## config.mk

```make
export PLATFORM = sky130hd
export DESIGN_NAME = config_transactor_flat
export DESIGN_NICKNAME = d
export VERILOG_FILES = /design/src/rtl/cfg_pkg.sv /design/src/rtl/config_transactor_if.sv /design/src/rtl/cfg_serializer.sv /design/src/rtl/config_transactor.sv /design/src/flat_wrapper.sv
export SDC_FILE = /design/constraint.sdc
export NUM_CORES = 1
export LEC_CHECK = 0
export ABC_AREA = 0
export CAP_MARGIN = 15
export CORE_MARGIN = 3
export CORE_UTILIZATION = 47
export CTS_CLUSTER_DIAMETER = 150
export DETAILED_ROUTE_END_ITERATION = 12
export HOLD_SLACK_MARGIN = 0.15
export SLEW_MARGIN = 20
export SYNTH_ARGS = -nofsm -noshare
export SYNTH_HDL_FRONTEND = slang
export SYNTH_HIERARCHICAL = 1
export SYNTH_SLANG_ARGS = --single-unit
```

## constraint.sdc

```tcl
create_clock -name clk -period 3.45 [get_ports clk]
set_input_delay 0.69 -clock clk [delete_from_list [all_inputs] [get_ports clk]]
set_output_delay 0.69 -clock clk [all_outputs]
set_load 0.02 [all_outputs]
```

## src/rtl/cfg_pkg.sv

```systemverilog
// rtl/cfg_pkg.sv - shared types, field counts and chain-length helpers for config_transactor
package cfg_pkg;

  localparam int DEF_NUM_SYNAPSE_ROWS = 2;
  localparam int DEF_NUM_COLS         = 2;
  localparam int DEF_WEIGHT_WIDTH     = 6;

  localparam int SYN_FIELDS    = 3;
  localparam int DEND_FIELDS   = 1;
  localparam int NEURON_FIELDS = 2;
  // Words per column on a row chain: one dendrite plus two synapses.
  localparam int ROW_WORDS     = DEND_FIELDS + 2 * SYN_FIELDS;

  typedef enum logic [1:0] {
    SYN    = 2'd0,
    DEND   = 2'd1,
    NEURON = 2'd2
  } target_e;

  typedef enum logic [1:0] {
    ST_IDLE  = 2'd0,
    ST_SHIFT = 2'd1,
    ST_LOAD  = 2'd2,
    ST_DONE  = 2'd3
  } state_e;

  function automatic int row_chain_len(input int num_cols, input int weight_width);
    return num_cols * ROW_WORDS * weight_width;
  endfunction

  function automatic int neuron_chain_len(input int num_cols, input int weight_width);
    return num_cols * NEURON_FIELDS * weight_width;
  endfunction

endpackage

```

## src/rtl/config_transactor_if.sv

```systemverilog
// rtl/config_transactor_if.sv - host write/start port and serial chain outputs; CFG_READBACK_EN adds rd_en/rd_data
interface config_transactor_if #(
  parameter int NUM_SYNAPSE_ROWS = cfg_pkg::DEF_NUM_SYNAPSE_ROWS,
  parameter int NUM_COLS         = cfg_pkg::DEF_NUM_COLS,
  parameter int WEIGHT_WIDTH     = cfg_pkg::DEF_WEIGHT_WIDTH
);
  localparam int RW  = (NUM_SYNAPSE_ROWS > 1) ? $clog2(NUM_SYNAPSE_ROWS) : 1;
  localparam int CW  = (2 * NUM_COLS > 1) ? $clog2(2 * NUM_COLS) : 1;
  localparam int NCH = NUM_SYNAPSE_ROWS + 1;

  logic                    wr_en;
  logic [1:0]              wr_sel;
  logic [RW-1:0]           wr_row;
  logic [CW-1:0]           wr_col;
  logic [1:0]              wr_field;
  logic [WEIGHT_WIDTH-1:0] wr_data;
  logic                    start_syn;
  logic                    start_neuron;
  logic                    busy;
  logic                    done;
  logic [NCH-1:0]          cfg_data;
  logic [NCH-1:0]          cfg_shift;
  logic [NCH-1:0]          cfg_load;
`ifdef CFG_READBACK_EN
  logic                    rd_en;
  logic [WEIGHT_WIDTH-1:0] rd_data;
`endif

  modport master (
    output wr_en, wr_sel, wr_row, wr_col, wr_field, wr_data, start_syn, start_neuron,
    input  busy, done, cfg_data, cfg_shift, cfg_load
`ifdef CFG_READBACK_EN
    , output rd_en
    , input  rd_data
`endif
  );

  modport slave (
    input  wr_en, wr_sel, wr_row, wr_col, wr_field, wr_data, start_syn, start_neuron,
    output busy, done, cfg_data, cfg_shift, cfg_load
`ifdef CFG_READBACK_EN
    , input  rd_en
    , output rd_data
`endif
  );

endinterface

```

## src/rtl/cfg_serializer.sv

```systemverilog
// rtl/cfg_serializer.sv - bit/word/column counters and MSB-first word-to-bit mux shared by all chains
module cfg_serializer
  import cfg_pkg::*;
#(
  parameter  int NUM_CHAINS   = 3,
  parameter  int NUM_COLS     = 2,
  parameter  int WEIGHT_WIDTH = 6,
  localparam int GW = (NUM_COLS > 1) ? $clog2(NUM_COLS) : 1,
  localparam int SW = $clog2(ROW_WORDS + 1)
) (
  input  logic                    clk,
  input  logic                    reset_n,
  input  logic                    start_i,
  input  logic                    neuron_i,
  input  logic                    advance_i,
  input  logic [WEIGHT_WIDTH-1:0] word_i [NUM_CHAINS],
  output logic [GW-1:0]           grp_o,
  output logic [SW-1:0]           slot_o,
  output logic [NUM_CHAINS-1:0]   bit_o,
  output logic                    last_o
);
  localparam int BW = (WEIGHT_WIDTH > 1) ? $clog2(WEIGHT_WIDTH) : 1;
  localparam int LW = $clog2(row_chain_len(NUM_COLS, WEIGHT_WIDTH) + 1);

  logic          neuron_q;
  logic [BW-1:0] bit_q;
  logic [SW-1:0] slot_q;
  logic [GW-1:0] grp_q;
  logic [LW-1:0] rem_q;
  logic [SW-1:0] last_slot;

  assign last_slot = neuron_q ? SW'(NEURON_FIELDS - 1) : SW'(ROW_WORDS - 1);

  // Columns are walked from the highest down so the far end of the chain goes out first.
  always_ff @(posedge clk or negedge reset_n) begin
    if (!reset_n) begin
      neuron_q <= 1'b0;
      bit_q    <= '0;
      slot_q   <= '0;
      grp_q    <= '0;
      rem_q    <= '0;
    end else if (start_i) begin
      neuron_q <= neuron_i;
      bit_q    <= BW'(WEIGHT_WIDTH - 1);
      slot_q   <= '0;
      grp_q    <= GW'(NUM_COLS - 1);
      rem_q    <= neuron_i ? LW'(neuron_chain_len(NUM_COLS, WEIGHT_WIDTH))
                           : LW'(row_chain_len(NUM_COLS, WEIGHT_WIDTH));
    end else if (advance_i) begin
      rem_q <= rem_q - LW'(1);
      if (bit_q == '0) begin
        bit_q <= BW'(WEIGHT_WIDTH - 1);
        if (slot_q == last_slot) begin
          slot_q <= '0;
          grp_q  <= grp_q - GW'(1);
        end else begin
          slot_q <= slot_q + SW'(1);
        end
      end else begin
        bit_q <= bit_q - BW'(1);
      end
    end
  end

  always_comb begin
    bit_o = '0;
    for (int ch = 0; ch < NUM_CHAINS; ch++) begin
      bit_o[ch] = word_i[ch][bit_q];
    end
  end

  assign grp_o  = grp_q;
  assign slot_o = slot_q;
  assign last_o = (rem_q == LW'(1));

endmodule

```

## src/rtl/config_transactor.sv

```systemverilog
// rtl/config_transactor.sv - parameter register file and serial chain loader for the nn array
// Optional readback port enabled by defining CFG_READBACK_EN.
module config_transactor
  import cfg_pkg::*;
#(
  parameter int NUM_SYNAPSE_ROWS = DEF_NUM_SYNAPSE_ROWS,
  parameter int NUM_COLS         = DEF_NUM_COLS,
  parameter int WEIGHT_WIDTH     = DEF_WEIGHT_WIDTH
) (
  input  logic                clk,
  input  logic                reset_n,
  config_transactor_if.slave  bus
);
  localparam int NCH = NUM_SYNAPSE_ROWS + 1;
  localparam int GW  = (NUM_COLS > 1) ? $clog2(NUM_COLS) : 1;
  localparam int SW  = $clog2(ROW_WORDS + 1);
  localparam logic [NCH-1:0] ROW_MASK = {1'b0, {NUM_SYNAPSE_ROWS{1'b1}}};
  localparam logic [NCH-1:0] NEU_MASK = {1'b1, {NUM_SYNAPSE_ROWS{1'b0}}};

  logic [WEIGHT_WIDTH-1:0] syn_q  [NUM_SYNAPSE_ROWS][2*NUM_COLS][SYN_FIELDS];
  logic [WEIGHT_WIDTH-1:0] dend_q [NUM_SYNAPSE_ROWS][NUM_COLS][DEND_FIELDS];
  logic [WEIGHT_WIDTH-1:0] neu_q  [NUM_COLS][NEURON_FIELDS];

  state_e         state_q, state_d;
  logic [NCH-1:0] tgt_q, tgt_d;
  logic           busy, wr_ok;
  logic           sel_syn, sel_dend, sel_neu;
  logic           ser_start, ser_neuron, ser_last;
  logic [GW-1:0]  ser_grp;
  logic [SW-1:0]  ser_slot;
  logic [NCH-1:0] ser_bits;
  logic [WEIGHT_WIDTH-1:0] chain_word [NCH];

  assign busy     = (state_q == ST_SHIFT) || (state_q == ST_LOAD);
  assign wr_ok    = bus.wr_en && !busy;
  assign sel_syn  = (bus.wr_sel == SYN);
  assign sel_dend = (bus.wr_sel == DEND);
  assign sel_neu  = (bus.wr_sel == NEURON);

  // Only in-range addresses match a loop index, so invalid writes fall through untouched.
  always_ff @(posedge clk or negedge reset_n) begin
    if (!reset_n) begin
      for (int r = 0; r < NUM_SYNAPSE_ROWS; r++) begin
        for (int i = 0; i < 2*NUM_COLS; i++)
          for (int f = 0; f < SYN_FIELDS; f++) syn_q[r][i][f] <= '0;
        for (int c = 0; c < NUM_COLS; c++)
          for (int f = 0; f < DEND_FIELDS; f++) dend_q[r][c][f] <= '0;
      end
      for (int c = 0; c < NUM_COLS; c++)
        for (int f = 0; f < NEURON_FIELDS; f++) neu_q[c][f] <= '0;
    end else if (wr_ok) begin
      for (int r = 0; r < NUM_SYNAPSE_ROWS; r++) begin
        for (int i = 0; i < 2*NUM_COLS; i++)
          for (int f = 0; f < SYN_FIELDS; f++)
            if (sel_syn && int'(bus.wr_row) == r && int'(bus.wr_col) == i && int'(bus.wr_field) == f)
              syn_q[r][i][f] <= bus.wr_data;
        for (int c = 0; c < NUM_COLS; c++)
          for (int f = 0; f < DEND_FIELDS; f++)
            if (sel_dend && int'(bus.wr_row) == r && int'(bus.wr_col) == c && int'(bus.wr_field) == f)
              dend_q[r][c][f] <= bus.wr_data;
      end
      for (int c = 0; c < NUM_COLS; c++)
        for (int f = 0; f < NEURON_FIELDS; f++)
          if (sel_neu && int'(bus.wr_col) == c && int'(bus.wr_field) == f)
            neu_q[c][f] <= bus.wr_data;
    end
  end

  always_ff @(posedge clk or negedge reset_n) begin
    if (!reset_n) begin
      state_q <= ST_IDLE;
      tgt_q   <= '0;
    end else begin
      state_q <= state_d;
      tgt_q   <= tgt_d;
    end
  end

  always_comb begin
    state_d    = state_q;
    tgt_d      = tgt_q;
    ser_start  = 1'b0;
    ser_neuron = 1'b0;
    unique case (state_q)
      ST_IDLE: begin
        if (bus.start_syn) begin
          tgt_d     = ROW_MASK;
          ser_start = 1'b1;
          state_d   = ST_SHIFT;
        end else if (bus.start_neuron) begin
          tgt_d      = NEU_MASK;
          ser_start  = 1'b1;
          ser_neuron = 1'b1;
          state_d    = ST_SHIFT;
        end
      end
      ST_SHIFT: if (ser_last) state_d = ST_LOAD;
      ST_LOAD:  state_d = ST_DONE;
      ST_DONE:  state_d = ST_IDLE;
      default:  state_d = ST_IDLE;
    endcase
  end

  // Row slot order per column: dendrite, odd synapse, even synapse, each field high to low.
  always_comb begin
    for (int r = 0; r < NUM_SYNAPSE_ROWS; r++) begin
      chain_word[r] = '0;
      for (int c = 0; c < NUM_COLS; c++) begin
        if (int'(ser_grp) == c) begin
          for (int f = 0; f < DEND_FIELDS; f++)
            if (int'(ser_slot) == DEND_FIELDS - 1 - f) chain_word[r] = dend_q[r][c][f];
          for (int f = 0; f < SYN_FIELDS; f++) begin
            if (int'(ser_slot) == DEND_FIELDS + SYN_FIELDS - 1 - f) chain_word[r] = syn_q[r][2*c+1][f];
            if (int'(ser_slot) == ROW_WORDS - 1 - f)                chain_word[r] = syn_q[r][2*c][f];
          end
        end
      end
    end
    chain_word[NUM_SYNAPSE_ROWS] = '0;
    for (int c = 0; c < NUM_COLS; c++)
      if (int'(ser_grp) == c)
        for (int f = 0; f < NEURON_FIELDS; f++)
          if (int'(ser_slot) == NEURON_FIELDS - 1 - f) chain_word[NUM_SYNAPSE_ROWS] = neu_q[c][f];
  end

  cfg_serializer #(
    .NUM_CHAINS  (NCH),
    .NUM_COLS    (NUM_COLS),
    .WEIGHT_WIDTH(WEIGHT_WIDTH)
  ) u_ser (
    .clk      (clk),
    .reset_n  (reset_n),
    .start_i  (ser_start),
    .neuron_i (ser_neuron),
    .advance_i(state_q == ST_SHIFT),
    .word_i   (chain_word),
    .grp_o    (ser_grp),
    .slot_o   (ser_slot),
    .bit_o    (ser_bits),
    .last_o   (ser_last)
  );

  assign bus.busy      = busy;
  assign bus.done      = (state_q == ST_DONE);
  assign bus.cfg_shift = (state_q == ST_SHIFT) ? tgt_q : '0;
  assign bus.cfg_data  = (state_q == ST_SHIFT) ? (ser_bits & tgt_q) : '0;
  assign bus.cfg_load  = (state_q == ST_LOAD)  ? tgt_q : '0;

`ifdef CFG_READBACK_EN
  logic [WEIGHT_WIDTH-1:0] rd_word, rd_data_q;

  always_comb begin
    rd_word = '0;
    for (int r = 0; r < NUM_SYNAPSE_ROWS; r++) begin
      for (int i = 0; i < 2*NUM_COLS; i++)
        for (int f = 0; f < SYN_FIELDS; f++)
          if (sel_syn && int'(bus.wr_row) == r && int'(bus.wr_col) == i && int'(bus.wr_field) == f)
            rd_word = syn_q[r][i][f];
      for (int c = 0; c < NUM_COLS; c++)
        for (int f = 0; f < DEND_FIELDS; f++)
          if (sel_dend && int'(bus.wr_row) == r && int'(bus.wr_col) == c && int'(bus.wr_field) == f)
            rd_word = dend_q[r][c][f];
    end
    for (int c = 0; c < NUM_COLS; c++)
      for (int f = 0; f < NEURON_FIELDS; f++)
        if (sel_neu && int'(bus.wr_col) == c && int'(bus.wr_field) == f)
          rd_word = neu_q[c][f];
  end

  always_ff @(posedge clk or negedge reset_n) begin
    if (!reset_n)        rd_data_q <= '0;
    else if (bus.rd_en)  rd_data_q <= rd_word;
  end

  assign bus.rd_data = rd_data_q;
`endif

endmodule

```

## src/flat_wrapper.sv

```systemverilog
// flat-port wrapper written by rule: the top's interface ports become plain ports
module config_transactor_flat import cfg_pkg::*;
#(
  parameter int NUM_SYNAPSE_ROWS = DEF_NUM_SYNAPSE_ROWS,
  parameter int NUM_COLS         = DEF_NUM_COLS,
  parameter int WEIGHT_WIDTH     = DEF_WEIGHT_WIDTH
)
  (clk, reset_n, bus_wr_en, bus_wr_sel, bus_wr_row, bus_wr_col, bus_wr_field, bus_wr_data, bus_start_syn, bus_start_neuron, bus_busy, bus_done, bus_cfg_data, bus_cfg_shift, bus_cfg_load);
  config_transactor_if #(.NUM_SYNAPSE_ROWS(NUM_SYNAPSE_ROWS), .NUM_COLS(NUM_COLS), .WEIGHT_WIDTH(WEIGHT_WIDTH)) bus_i ();
  input  logic clk;
  input  logic reset_n;
  input wire logic [$bits(bus_i.wr_en)-1:0] bus_wr_en;
  input wire logic [$bits(bus_i.wr_sel)-1:0] bus_wr_sel;
  input wire logic [$bits(bus_i.wr_row)-1:0] bus_wr_row;
  input wire logic [$bits(bus_i.wr_col)-1:0] bus_wr_col;
  input wire logic [$bits(bus_i.wr_field)-1:0] bus_wr_field;
  input wire logic [$bits(bus_i.wr_data)-1:0] bus_wr_data;
  input wire logic [$bits(bus_i.start_syn)-1:0] bus_start_syn;
  input wire logic [$bits(bus_i.start_neuron)-1:0] bus_start_neuron;
  output wire logic [$bits(bus_i.busy)-1:0] bus_busy;
  output wire logic [$bits(bus_i.done)-1:0] bus_done;
  output wire logic [$bits(bus_i.cfg_data)-1:0] bus_cfg_data;
  output wire logic [$bits(bus_i.cfg_shift)-1:0] bus_cfg_shift;
  output wire logic [$bits(bus_i.cfg_load)-1:0] bus_cfg_load;
  assign bus_i.wr_en = bus_wr_en;
  assign bus_i.wr_sel = bus_wr_sel;
  assign bus_i.wr_row = bus_wr_row;
  assign bus_i.wr_col = bus_wr_col;
  assign bus_i.wr_field = bus_wr_field;
  assign bus_i.wr_data = bus_wr_data;
  assign bus_i.start_syn = bus_start_syn;
  assign bus_i.start_neuron = bus_start_neuron;
  assign bus_busy = bus_i.busy;
  assign bus_done = bus_i.done;
  assign bus_cfg_data = bus_i.cfg_data;
  assign bus_cfg_shift = bus_i.cfg_shift;
  assign bus_cfg_load = bus_i.cfg_load;
  config_transactor #(.NUM_SYNAPSE_ROWS(NUM_SYNAPSE_ROWS), .NUM_COLS(NUM_COLS), .WEIGHT_WIDTH(WEIGHT_WIDTH)) u_core (.clk(clk), .reset_n(reset_n), .bus(bus_i));
endmodule
```

==> key figures <==
STA
  • Clock Skew: 0.00719 ns
  • Worst-margin pin slew: 0.756 ns
  • Final worst-path cycle share: 107%
  • Final worst setup slack: -0.229 ns
  • Rel. slew slack: 49.6%
  • Fin. max-slew vios: 0
  • Fmax: 272 MHz
  • Final min period: 3.68 ns
  • # setup viols final: 2
  • RSZ-0062 raised after global routing: true
  • Final Hold Fails: 0

Detailed routing
  • Pre-antenna DRT Iters: 5
  • Iteration-0 DRC Markers: 462
  • Antenna-violating nets left: 0
  • Final wirelength: 26300 um
  • # DRC: 0
  • Routed WL per cell: 21.7 um
  • Vias: 7136
  • Drt via density: 5.87

Synthesis
  • Number of distinct library cells after synthesis: 55
  • Synthesized area per cell: 12.4 sq um
  • Post-synth EDFFs: 0
  • Cells after Synth: 851
  • Post-synth top flop: dfrtp_1
  • Yosys warning count: 6
  • Syn_nets: 877
  • Post-synthesis async set-or-reset flop share: 100%
  • Seq/Total Area, Yosys: 50.2%
  • Syn Std Cell Area: 10500 sq um
  • FF+latch count, synth: 211

Cells and area
  • Final-stage net count: 945
  • Design area: 12400 sq um
  • Layout Utilization: 56.8%
  • # diodes: 0
  • Finished Layout Cells: 1216
  • Ratio of cells with drive above 1 in the final layout: 37.9%
  • P&R area growth vs syn: 18.4%

Setup path
  • Worst EP arrival: 2.99 ns
  • Slowest cell on the critical path: dfrtp_4
  • RR Startpoint: u_core/state_q[0]
  • Crit-path leading delay family: multiplexers
  • Critical Path, Cell by Cell: buf_6 > buf_4 > mux4_2 > mux4_2 > mux4_2 > nand2_1 > o21ai_2 > and3_4 > buf_6
  • Worst EP required: 2.76 ns
  • Crit Path Category: flop to output pin
  • CP Capture Type: output pin
  • Worst R2R Setup Slack: 0.71 ns
  • CP Buf/Inv Count: 3
  • Critical path peak fanout: 6
  • Reg2Reg Capture Point: u_core/dend_q[5]
  • CP max stage delay: 0.52 ns
  • Crit path top cell by count: mux4_2
  • Startpoint types: flop
  • Reg2Reg Depth: 6

GRT
  • All-Layer GR Usage: 22.2%
  • First-pass GRT wire length: 42600 um
  • Largest net degree at the start of global routing: 91
  • Vias in the first global route: 7409
  • Initial antenna violation count: 0
  • Total grt overflow: 0

Floorplanning
  • # IOs: 29
  • Std cell rows: 54
  • Chip width: 156 um
  • Die area: 24200 sq um
  • Starting Density: 48.0%
  • Height of the die: 156 um
  • Core area: 21900 sq um

Clocking
  • Longest Clk Path Bufs: 3
  • CTS Hold Buffers Added: 0
  • CTS H-tree depth: 1
  • Worst-skew pair later-pin latency: 0.51 ns
  • Clock transition at path regs: 0.06 ns
  • CTS tree: yes
  • Root buffer cell: clkbuf_16
  • Clk sinks: 211
  • TritonCTS Buffers: 24

Flow run
  • Max Cap Viol: 0

Placed design
  • Port buffer count: 28
  • Routability cong.: 0.953
  • Placed Cells: 1165
  • DP HPWL: 17900 um
  • Area after DPL: 11500 sq um

Power
  • Leakage power total: 5.88 nW
  • Pwr dens: 651 nW/um^2
  • Peak VDD IR: 0.389 mV
  • Total power draw: 8.10 mW

Status
  • Failing checks: setup timing
  • Outcome: finished with violations

Hold path
  • Hold crit path type: input port to async pin
layout make-up:
type                    instances  area (sq um)
clock buffers                  36           737
flip-flops and latches        211          5290
multi-input cells             553          4940
inverters                      29           109
repair buffers                100           933
well taps                     280           350
clock inverters                 7          85.1
fillers                      1811          9450
cell families after synthesis:
logic type,synth area share [%]
AND/OR/NAND/NOR,9.79
XOR/XNOR,0.250
buffers and inverters,3.37
flip-flops,50.2
AO/OA/AOI/OAI,7.96
adder cells (fa/ha/maj),0.952
multiplexers,27.5
how the worst max path moves through the flow:
stage	endpoint	depth (start not counted)	slack, ns	from
6_report	bus_cfg_data[1]	9	-0.23	u_core/u_ser/slot_o[2]
5_1_grt	bus_cfg_data[0]	11	-0.29	u_core/u_ser/slot_o[2]
4_1_cts	bus_cfg_data[1]	8	-0.24	u_core/u_ser/slot_o[0]
3_5_place_dp	bus_cfg_data[0]	10	-0.26	u_core/u_ser/slot_o[2]
3_3_place_gp	bus_cfg_data[0]	9	-0.22	u_core/u_ser/slot_o[2]
2_1_floorplan	bus_cfg_data[0]	12	0.23	u_core/u_ser/slot_o[2]
sequential cells by signal, indices dropped and copies added, names as in the netlist:
name	cells
u_core/dend_q	24
u_core/neu_q	24
u_core/state_q	2
u_core/syn_q	144
u_core/tgt_q	2
u_core/u_ser/bit_q	3
u_core/u_ser/grp_o	1
u_core/u_ser/neuron_q	1
u_core/u_ser/rem_q	7
u_core/u_ser/slot_o	3
report_power, final:
| part | total, mW | switching, mW | internal (mW) |
|---|---|---|---|
| logic | 2.30 | 1.14 | 1.16 |
| clock network | 2.61 | 0.990 | 1.62 |
| registers | 3.19 | 0.298 | 2.89 |
| total | 8.10 | 2.43 | 5.66 |
cell usage after synthesis (3+ instances only):
cell	count	area share [%]
o221a_2	5	0.54
nand4bb_1	4	0.43
buf_4	3	0.21
a32oi_1	5	0.42
o211ai_1	5	0.36
ha_1	8	0.95
clkbuf_1	39	1.4
a21oi_1	41	2.0
nor2b_1	19	1.1
buf_2	13	0.62
nor3_4	4	0.62
mux4_2	18	3.9
dfrtp_1	211	50
nor4_1	3	0.18
a2bb2oi_1	5	0.42
o21ai_0	34	1.6
a221o_1	10	0.95
inv_1	29	1.0
and2_1	7	0.42
nor3_1	4	0.19
and3_1	3	0.18
nor3b_1	9	0.64
o2bb2ai_1	6	0.50
nand2_1	50	1.8
nand3b_1	12	0.86
buf_1	3	0.11
mux2i_1	33	3.1
o22ai_1	5	0.30
nand2b_1	26	1.5
mux2_2	189	20
nor2_1	15	0.54
per-layer routing:
| layer | global-route usage (%) | share of wire (%) | vias up | routed length (um) |
|---|---|---|---|---|
| met5 | 0.198 | 0 | - | 0 |
| li1 | - | - | 3234 | - |
| met4 | 5.29 | 2.2 | 0 | 576 |
| met1 | 32.0 | 47 | 3679 | 12400 |
| met3 | 3.72 | 4.7 | 36 | 1230 |
| met2 | 35.4 | 46 | 187 | 12200 |
placed cells by master (no fill, tap or decap), types with 9 or more instances in the layout:
cell type / instances
dfrtp_1: 207
mux2_2: 189
buf_4: 61
nand2_1: 49
a21oi_1: 39
mux2i_1: 32
inv_1: 29
clkbuf_16: 25
nand2b_1: 25
o21ai_0: 25
clkdlybuf4s50_1: 24
mux4_2: 18
nor2b_1: 18
nor2_1: 15
nand3b_1: 12
a221o_1: 10
nor3b_1: 9
through the flow:
step	hold slack [ns]	setup WS, ns	setup TNS, ns
after floorplan	0.394	0.231	0
after global placement	0.479	-0.221	-0.428
after detailed placement	0.485	-0.262	-0.470
after CTS	0.268	-0.237	-0.474
after global routing	0.271	-0.295	-0.666
final	0.218	-0.229	-0.427
repair_timing:
action	in CTS	in global routing
cloned	0	0
buffers inserted	8	0
gates resized for setup	33	11
setup endpoints to repair	3	3
pin swaps	3	0
Note: power is estimated with default switching activity, not from simulation.
